<file path="src/rtl/prefetch_unit.sv">
// Instruction prefetch unit: fetches sequentially from instruction memory into a
// small FIFO and discards in-flight or buffered instructions on a redirect.
module prefetch_unit #(
  parameter int ADDR_WIDTH  = 32,
  parameter int INSTR_WIDTH = 16,
  parameter int DEPTH       = 4
) (
  input  logic                   clk_i,
  input  logic                   arst_ni,
  input  logic [ADDR_WIDTH-1:0]  boot_addr_i,
  output logic                   imem_req_o,
  output logic [ADDR_WIDTH-1:0]  imem_addr_o,
  input  logic [INSTR_WIDTH-1:0] imem_rdata_i,
  input  logic                   imem_ack_i,
  input  logic                   redirect_i,
  input  logic [ADDR_WIDTH-1:0]  redirect_addr_i,
  output logic                   instr_valid_o,
  output logic [INSTR_WIDTH-1:0] instr_o,
  output logic [ADDR_WIDTH-1:0]  instr_addr_o,
  input  logic                   instr_ready_i
);

  localparam int INC = INSTR_WIDTH / 8;
  localparam int PW  = $clog2(DEPTH);
  localparam logic [PW:0] DEPTH_C = (PW + 1)'(DEPTH);

  typedef enum logic [1:0] {BOOT, RUN, DISCARD} state_t;

  state_t                 state_reg, state_next;
  logic [ADDR_WIDTH-1:0]  fetch_pc_reg, fetch_pc_next;
  logic [ADDR_WIDTH-1:0]  discard_addr_reg, discard_addr_next;
  logic [PW-1:0]          wr_ptr_reg, rd_ptr_reg;
  logic [PW:0]            count_reg, count_next;
  logic [INSTR_WIDTH-1:0] instr_mem_reg [DEPTH];
  logic [ADDR_WIDTH-1:0]  addr_mem_reg  [DEPTH];

  logic ack_acc;
  logic push;
  logic pop;
  logic flush;

  // DISCARD keeps presenting the abandoned address until memory completes it.
  assign imem_req_o  = (state_reg == DISCARD) || ((state_reg == RUN) && (count_reg < DEPTH_C));
  assign imem_addr_o = (state_reg == DISCARD) ? discard_addr_reg : fetch_pc_reg;
  assign ack_acc     = imem_req_o && imem_ack_i;

  assign instr_valid_o = (count_reg != '0);
  assign instr_o       = instr_mem_reg[rd_ptr_reg];
  assign instr_addr_o  = addr_mem_reg[rd_ptr_reg];
  assign pop           = instr_valid_o && instr_ready_i && !flush;

  always_comb begin
    state_next        = state_reg;
    fetch_pc_next     = fetch_pc_reg;
    discard_addr_next = discard_addr_reg;
    push              = 1'b0;
    flush             = 1'b0;
    case (state_reg)
      BOOT: begin
        fetch_pc_next = redirect_i ? redirect_addr_i : boot_addr_i;
        state_next    = RUN;
      end
      RUN: begin
        if (redirect_i) begin
          flush         = 1'b1;
          fetch_pc_next = redirect_addr_i;
          if (imem_req_o && !imem_ack_i) begin
            state_next        = DISCARD;
            discard_addr_next = fetch_pc_reg;
          end
        end else if (ack_acc) begin
          push          = 1'b1;
          fetch_pc_next = fetch_pc_reg + ADDR_WIDTH'(INC);
        end
      end
      DISCARD: begin
        if (redirect_i) begin
          flush         = 1'b1;
          fetch_pc_next = redirect_addr_i;
        end
        // The stale response is dropped; completing it ends the discard.
        if (ack_acc) begin
          state_next = RUN;
        end
      end
      default: state_next = BOOT;
    endcase
  end

  always_comb begin
    count_next = count_reg;
    if (flush) begin
      count_next = '0;
    end else if (push && !pop) begin
      count_next = count_reg + 1'b1;
    end else if (pop && !push) begin
      count_next = count_reg - 1'b1;
    end
  end

  always_ff @(posedge clk_i or negedge arst_ni) begin
    if (!arst_ni) begin
      state_reg        <= BOOT;
      fetch_pc_reg     <= '0;
      discard_addr_reg <= '0;
      wr_ptr_reg       <= '0;
      rd_ptr_reg       <= '0;
      count_reg        <= '0;
      for (int i = 0; i < DEPTH; i++) begin
        instr_mem_reg[i] <= '0;
        addr_mem_reg[i]  <= '0;
      end
    end else begin
      state_reg        <= state_next;
      fetch_pc_reg     <= fetch_pc_next;
      discard_addr_reg <= discard_addr_next;
      count_reg        <= count_next;
      if (flush) begin
        wr_ptr_reg <= '0;
        rd_ptr_reg <= '0;
      end else begin
        if (push) begin
          wr_ptr_reg <= wr_ptr_reg + 1'b1;
        end
        if (pop) begin
          rd_ptr_reg <= rd_ptr_reg + 1'b1;
        end
      end
      if (push) begin
        instr_mem_reg[wr_ptr_reg] <= imem_rdata_i;
        addr_mem_reg[wr_ptr_reg]  <= fetch_pc_reg;
      end
    end
  end

endmodule

</file>
<file path="config.mk">
export PLATFORM = sky130hd
export DESIGN_NAME = prefetch_unit
export DESIGN_NICKNAME = d
export VERILOG_FILES = /design/src/rtl/prefetch_unit.sv
export SDC_FILE = /design/constraint.sdc
export NUM_CORES = 1
export LEC_CHECK = 0
export CAP_MARGIN = 15
export CORE_MARGIN = 2
export CORE_UTILIZATION = 30
export CTS_CLUSTER_SIZE = 10
export DETAILED_ROUTE_END_ITERATION = 7
export PLACE_DENSITY_LB_ADDON = 0.08
export SLEW_MARGIN = 0
export SYNTH_ARGS = -nofsm -noshare
export SYNTH_HDL_FRONTEND = slang
export SYNTH_SLANG_ARGS = --single-unit
</file>
<file path="constraint.sdc">
create_clock -name clk_i -period 4.3 [get_ports clk_i]
set_input_delay 0.86 -clock clk_i [delete_from_list [all_inputs] [get_ports clk_i]]
set_output_delay 0.86 -clock clk_i [all_outputs]
set_load 0.03 [all_outputs]
</file>
=== After elaboration in Yosys (flattened, before gate mapping) ===
Index checks and enable logic that the tools add are counted.

* Bits in registers: 265
* Memories: 0
* ROM bits: 0
* Output and inout port bits: 82
* Word-level logic and storage cells: 89
* Latch bits: 0
* Memory bits (writable): 0

* Div/mod/pow operators: 0
* Magnitude comparators: 4
* $add $sub $neg: 5
* Bitwise logic cells: 2
* Eq/ne operators: 7
* Multiplexer cells: 34
* Shift-type cells: 0
* $mul: 0
* Reduce and logical (&&, ||, !) cells: 23

{| class="wikitable"
|+ Operator list
! kind !! count
|-
| 32-bit 2-to-1 mux || 8
|-
| 128-bit bitwise mux || 1
|-
| 32-bit case mux with 3 select lines || 1
|-
| 32-bit binary-select mux with 2-bit select || 1
|-
| 64-bit bitwise mux || 1
|-
| 32-bit demux with 2-bit select || 1
|-
| 16-bit 2-to-1 mux || 3
|-
| 32-bit by 2-bit adder with 32-bit output, second input constant || 1
|-
| 16-bit binary-select mux with 2-bit select || 1
|-
| 16-bit demux with 2-bit select || 1
|-
| 2-bit 2-to-1 mux || 7
|-
| 3-bit 2-to-1 mux || 3
|-
| 3-bit AND reduction || 3
|-
| 3-bit nonzero test || 3
|-
| 1-bit logical AND || 8
|-
| 3-bit greater-or-equal comparator, second input constant || 2
|-
| 2-bit inequality test, second input constant || 3
|-
| 2-bit NOT with 3-bit output || 2
|-
| 2-bit case mux with 3 select lines || 1
|-
| 1-bit 2-to-1 mux || 5
|-
| 2-bit by 1-bit adder with 2-bit output, second input constant || 2
|-
| 1-bit zero test || 4
|-
| 2-bit nonzero test || 2
|-
| 3-bit by 1-bit adder with 3-bit output, second input constant || 1
|-
| 10 further kinds || 10
|}

=== Longest topological paths before layout ===
Gate-level depths: netlist of run 1.

* Word-level depth: 12
* Depth in mapped cells: 14
* Gate-level depth less buffers: 11

=== Worst setup path after synthesis of run 1 ===
No wires, ideal clock.

* Kind: flip-flop to output port
* From: reg state_reg[0]
* To: out imem_addr_o[10]
* Required time: 3.440 ns
* Stages on the path, launching flop included: 7
* Arrival: 1.985 ns
* Path slack: 1.455 ns
* Path through: dfrtp_1 -> inv_1 -> ha_1 -> clkbuf_1 -> clkbuf_1 -> buf_1 -> mux2_2

* Longest elaborated chain between the ends: 2

{| class="wikitable"
|+ Ends and longest elaborated chain
! element !! line !! text
|-
| start, declared || 29 || <nowiki>state_t state_reg, state_next;</nowiki>
|-
| start signal, assigned || 114 || <nowiki>state_reg <= state_next;</nowiki>
|-
| 2-bit equality test || 44 || <nowiki>assign imem_addr_o = (state_reg == DISCARD) ? discard_addr_reg : fetch_pc_reg;</nowiki>
|-
| 32-bit 2-to-1 mux || 44 ||
|-
| end, declared || 12 || <nowiki>output logic [ADDR_WIDTH-1:0] imem_addr_o,</nowiki>
|}

Every way passes these cells.

=== Worst setup path after layout of run 1 ===
* From: reg state_reg[0]
* To: out imem_addr_o[30]

Same word-level chain as after synthesis.

==> reports/results.ini, run 1 <==
[status]
status=completed

[die]
rows=77
die_y_um=216
core_um2=44300
pin_count=167
die-width_um=216
initial_utilization_pct=30.4
die_area_um2=46600

[synthesis]
synthDistinctLibCells=61
syn-num-nets=1146
synth-async-reset-ratio_pct=100
netlist_instances=1049
avgSynthCellArea_um2=12.9
synth_edf_count=0
yosys.area.top_type_share_pct=49.2
synthTopCellsByArea=dfrtp_1, mux2_2, mux4_2
yosys_warnings=0
synth-main-ff-cell=dfrtp_1
yosysTopAreaCell=dfrtp_1
synth_seq_area_share_pct=49.2
synth_area_um2=13500
synth-seq-cells=265

[global_route]
grtUsageTotal_pct=17.6
grt_overflow=0
grt_pass1_vias=9715
grt_first_pass_wirelength_mm=62.3
antenna_found_initial=12
grt_max_degree=104

[timing]
period_needed_ps=3840
tns_ps=0
timing.fmax_ghz=0.260
fin_crit_sh_pct=89.3
whs_ps=331
slew_violations=0
tightest_slew_ps=986
layout_setup_ws_ps=461
finalHoldViolations=0
rsz0062_at_grt=false
setup_viol=0
skew_ps=13.1
maxSlewHeadroom_pct=34.3

[clock_tree]
clock_latency_ps=550
clock_sinks=265
htreeDepth=2
post-cts-setup-buffers=0
cts_root_buffer=clkbuf_16
cts_hold_buf=0
clk_pin_slew_ps=60
cts_max_path_buffers=3
cts_buffers=36
cts_tree=done
cts_resized=0

[route]
drc=0
wl_mm=40.2
dr.pass1.iters=4
wl_per_cell_um=22.4
first_iter_violations=387
viasPerCell=5.10
vias=9165
ant_nets=0

[finish]
finalNonFillerCells=1797
utilization_pct=38.3
largest_reg_flops=128
synthToLayoutAreaGrowth_pct=26.0
layout-drive-gt1-share_pct=33.4
final_area_um2=17000
final_nets=1278

[worst_setup_path]
criticalPathCategory=reg -> out
crit_fanout=23
crit_path_end_kind=primary output
reg2reg_depth=8
startpoint_type=flip-flop
arrival_ps=2980
crit_required_ps=3440

[place]
pre_cts_slack_ps=984
hpwl_mm=25.7
dp.cells=1735
portBuffers=166
place.gp.congestion=0.733
placed_area_um2=15800

[power_and_ir_drop]
p_per_area_nw_per_um2=784
power_mw=13.3
vdd_drop_max_v=0.000389
p_leak_nw=7.33

[min_path]
hp-class=in -> async

[flow_run]
max_cap_violations=0

## power by group
group	switching (mW)	internal (mW)
clock network	1.13	1.94
logic	3.12	2.83
registers	0.924	3.38
## layer usage
metal	track usage, %	share of wire, %
met2	28.0	47
met4	4.70	1.8
met1	23.5	45
met3	4.95	5.8
met5	0	0.30
## final cells by class
| cell class | instances | area, um2 |
|---|---|---|
| Antenna cell | 2 | 5.00 |
| Fill cell | 4313 | 27300 |
| Sequential cell | 265 | 6640 |
| Multi-Input combinational cell | 671 | 6370 |
| Clock buffer | 53 | 1060 |
| Tap cell | 592 | 741 |
| Clock inverter | 7 | 150 |
| Timing Repair Buffer | 195 | 1980 |
| Inverter | 12 | 45.0 |
## synth_stat cells (3+ instances only)
cell type and n:
dfrtp_1 265, mux2_2 251, clkbuf_1 48, mux4_2 48, o21ai_0 48, nand2_1 44
nor2_1 39, a21oi_1 23, buf_2 23, o31ai_1 20, a211oi_1 17, buf_1 15
nand3_1 15, buf_4 14, mux2i_1 14, inv_1 12, nor2b_1 12, ha_1 11
a221oi_1 9, nand4_1 9, a31oi_1 8, mux2_1 8, nor3_1 8, o21ai_1 7
o31a_1 6, xnor2_1 6, and3_1 5, nor4_1 5, a22o_1 4, a311oi_1 4
o211ai_1 4, or4_1 4, nand2b_1 3, o2bb2ai_1 3, xor2_1 3
## logic make-up (layout without fill, tap and decap cells)
family,count (synthesis),after routing,synth area share [%]
DFF,265,265,49.2
adders and majority gates,12,12,1.17
muxes,321,321,30.7
other,0,2,0
buffers and inverters,113,267,3.76
and+or+nand+nor,161,161,6.36
xor gates and xnor gates,9,9,0.585
AOI/OAI and AO/OA,168,168,8.24
## worst paths after layout
check                           slack (ps)        startpoint                end
worst max-delay path                   460      state_reg[0]    imem_addr_o[30]
worst min-delay path                   330           arst_ni  instr_mem_reg[56]
worst max register to register        1210      state_reg[1]   fetch_pc_reg[11]
worst min register to register         480  addr_mem_reg[85]   addr_mem_reg[85]
max in group asynchronous             2940           arst_ni   addr_mem_reg[50]
min in group clk_i                     480  addr_mem_reg[85]   addr_mem_reg[85]
## critical path: stages (launching register included)
cell and delay (ps):
dfrtp_1 430, inv_1 130, ha_2 620, buf_12 270
mux2_2 360, clkdlybuf4s50_1 620
## layout by cell type, fill, tap and decap left out, drive strengths merged, types with 12 or more instances in the layout
| master | instances |
|---|---|
| nand2 | 44 |
| nor2 | 39 |
| a211oi | 17 |
| clkdlybuf4s50 | 164 |
| dfrtp | 265 |
| nor2b | 12 |
| inv | 13 |
| mux2i | 14 |
| buf | 31 |
| mux2 | 259 |
| clkbuf | 53 |
| mux4 | 48 |
| o21ai | 55 |
| o31ai | 20 |
| a21oi | 23 |
| nand3 | 16 |
(Power assumes the default switching activity.)
==> inputs of run 2 (changes only) <==
CTS_CLUSTER_DIAMETER = 80   (was default)
==> reports/results.ini, run 2 (synthesis gave the netlist of run 1 again) <==
[place]
place.gp.congestion=0.733
hpwl_mm=25.7
portBuffers=166
pre_cts_slack_ps=984

[timing]
finalHoldViolations=0
maxSlewHeadroom_pct=35.3
timing.fmax_ghz=0.257
period_needed_ps=3890
slew_violations=0
tightest_slew_ps=971
setup_viol=0
tns_ps=0
skew_ps=14.7
layout_setup_ws_ps=413
whs_ps=301
rsz0062_at_grt=false
fin_crit_sh_pct=90.4

[worst_setup_path]
crit_required_ps=3440
rr_endpoint=fetch_pc_reg[11]
cp-endpoint=imem_addr_o[30]
r2r_setup_slack_ps=1210
crit_path_end_kind=primary output
cp_slowest_stage_delay_ps=620
criticalPathCategory=reg -> out
cp_slowest_cell=ha_2
startpoint_type=flip-flop
cp_cell_sequence=inv_1 -> ha_2 -> buf_12 -> mux2_2 -> clkdlybuf4s50_1
startpoint=state_reg[0]
arrival_ps=3030
reg2reg_depth=8
rr_startpoint=state_reg[1]
crit_fanout=23

[global_route]
grtUsageMet3_pct=4.74
grt_pass1_vias=9664
globalRoute.busiestLayer=met2
grt_first_pass_wirelength_mm=62.0
gr-usage-met2_pct=28.1
grt_overflow=0
use_met1_pct=23.3
grt_max_degree=104
grtUsageTotal_pct=17.3
antenna_found_initial=13

[clock_tree]
clock_sinks=265
cts_resized=0
cts_root_buffer=clkbuf_16
htreeDepth=1
clk_pin_slew_ps=60
cts_max_path_buffers=3
cts_buffers=31
cts_tree=done
clock_latency_ps=580
post-cts-setup-buffers=0
cts_hold_buf=0

[die]
die_y_um=216
rows=77
initial_utilization_pct=30.4
die_area_um2=46600
core_um2=44300
die-width_um=216
pin_count=167

[finish]
synthToLayoutAreaGrowth_pct=23.3
layout-drive-gt1-share_pct=32.8
final_cell_mix=dfrtp_1, mux2_2, clkdlybuf4s50_1
final_nets=1273
layout_commonest_cell=dfrtp_1
largest_reg_flops=128
utilization_pct=37.5

[flow_run]
max_cap_violations=0

[route]
first_iter_violations=391
wl_per_cell_um=22.5
ant_nets=0
viasPerCell=5.15
dr.pass1.iters=5
drc=0
vias=9141
wl_mm=40.0

[power_and_ir_drop]
p_per_area_nw_per_um2=760
vdd_drop_max_v=0.000408
p_leak_nw=7.15

[min_path]
hp-class=in -> async

[status]
status=completed

[run 2: cell types whose count changed in the layout (fill, tap and decap cells not counted), sizes merged]
| cell | change |
|---|---|
| clkbuf | -20 |
| bufinv | -3 |
| inv | +1 |
| diode | +1 |
| clkinv | -2 |
[run 2: final cells by class]
class,count,area (um2)
Clock buffer,33,793
Tap cell,592,741
Multi-Input combinational cell,671,6370
Inverter,12,45.0
Sequential cell,265,6640
Timing Repair Buffer,195,1980
Fill cell,4324,27700
Clock inverter,3,47.5
Antenna cell,3,7.51
[run 2: per-layer routing]
layer / up-vias / share of wire, %
li1: 4120 / -
met1: 4740 / 45
met2: 197 / 47
met3: 64 / 6.0
met4: 20 / 1.8
met5: - / 0.31
[run 2: how the worst min path moves through the flow]
stage,endpoint,slack (ps),cells past startpoint,from
6_report,instr_mem_reg[56],300,1,arst_ni
5_1_grt,instr_mem_reg[9],410,1,arst_ni
4_1_cts,instr_mem_reg[56],370,1,arst_ni
2_1_floorplan,addr_mem_reg[53],440,2,addr_mem_reg[53]
3_3_place_gp,addr_mem_reg[21],460,2,addr_mem_reg[21]
3_5_place_dp,addr_mem_reg[21],470,2,addr_mem_reg[21]
[run 2: metrics by stage]
step | instance area [um2] | total power, mW | cells
floorplan | 13500 | 8.12 | 1049
global placement | 15800 | 10.3 | 1735
detailed placement | 15800 | 10.4 | 1735
CTS | 16600 | 12.9 | 1771
global route | 16600 | 13.5 | 1772
finish | 16600 | 12.6 | 1774
[run 2: power breakdown]
group | internal, mW | switching [mW] | leakage, nW
logic | 2.83 | 3.12 | 3.27
clock network | 1.34 | 1.03 | 0.414
registers | 3.38 | 0.922 | 3.47
[run 2: worst max-delay path: cells and delay by family, from the launching register on]
kind / cells / cell delay (ps)
muxes: 1 / 360
DFF: 1 / 430
adders and majority gates: 1 / 620
buffers and inverters: 3 / 1020
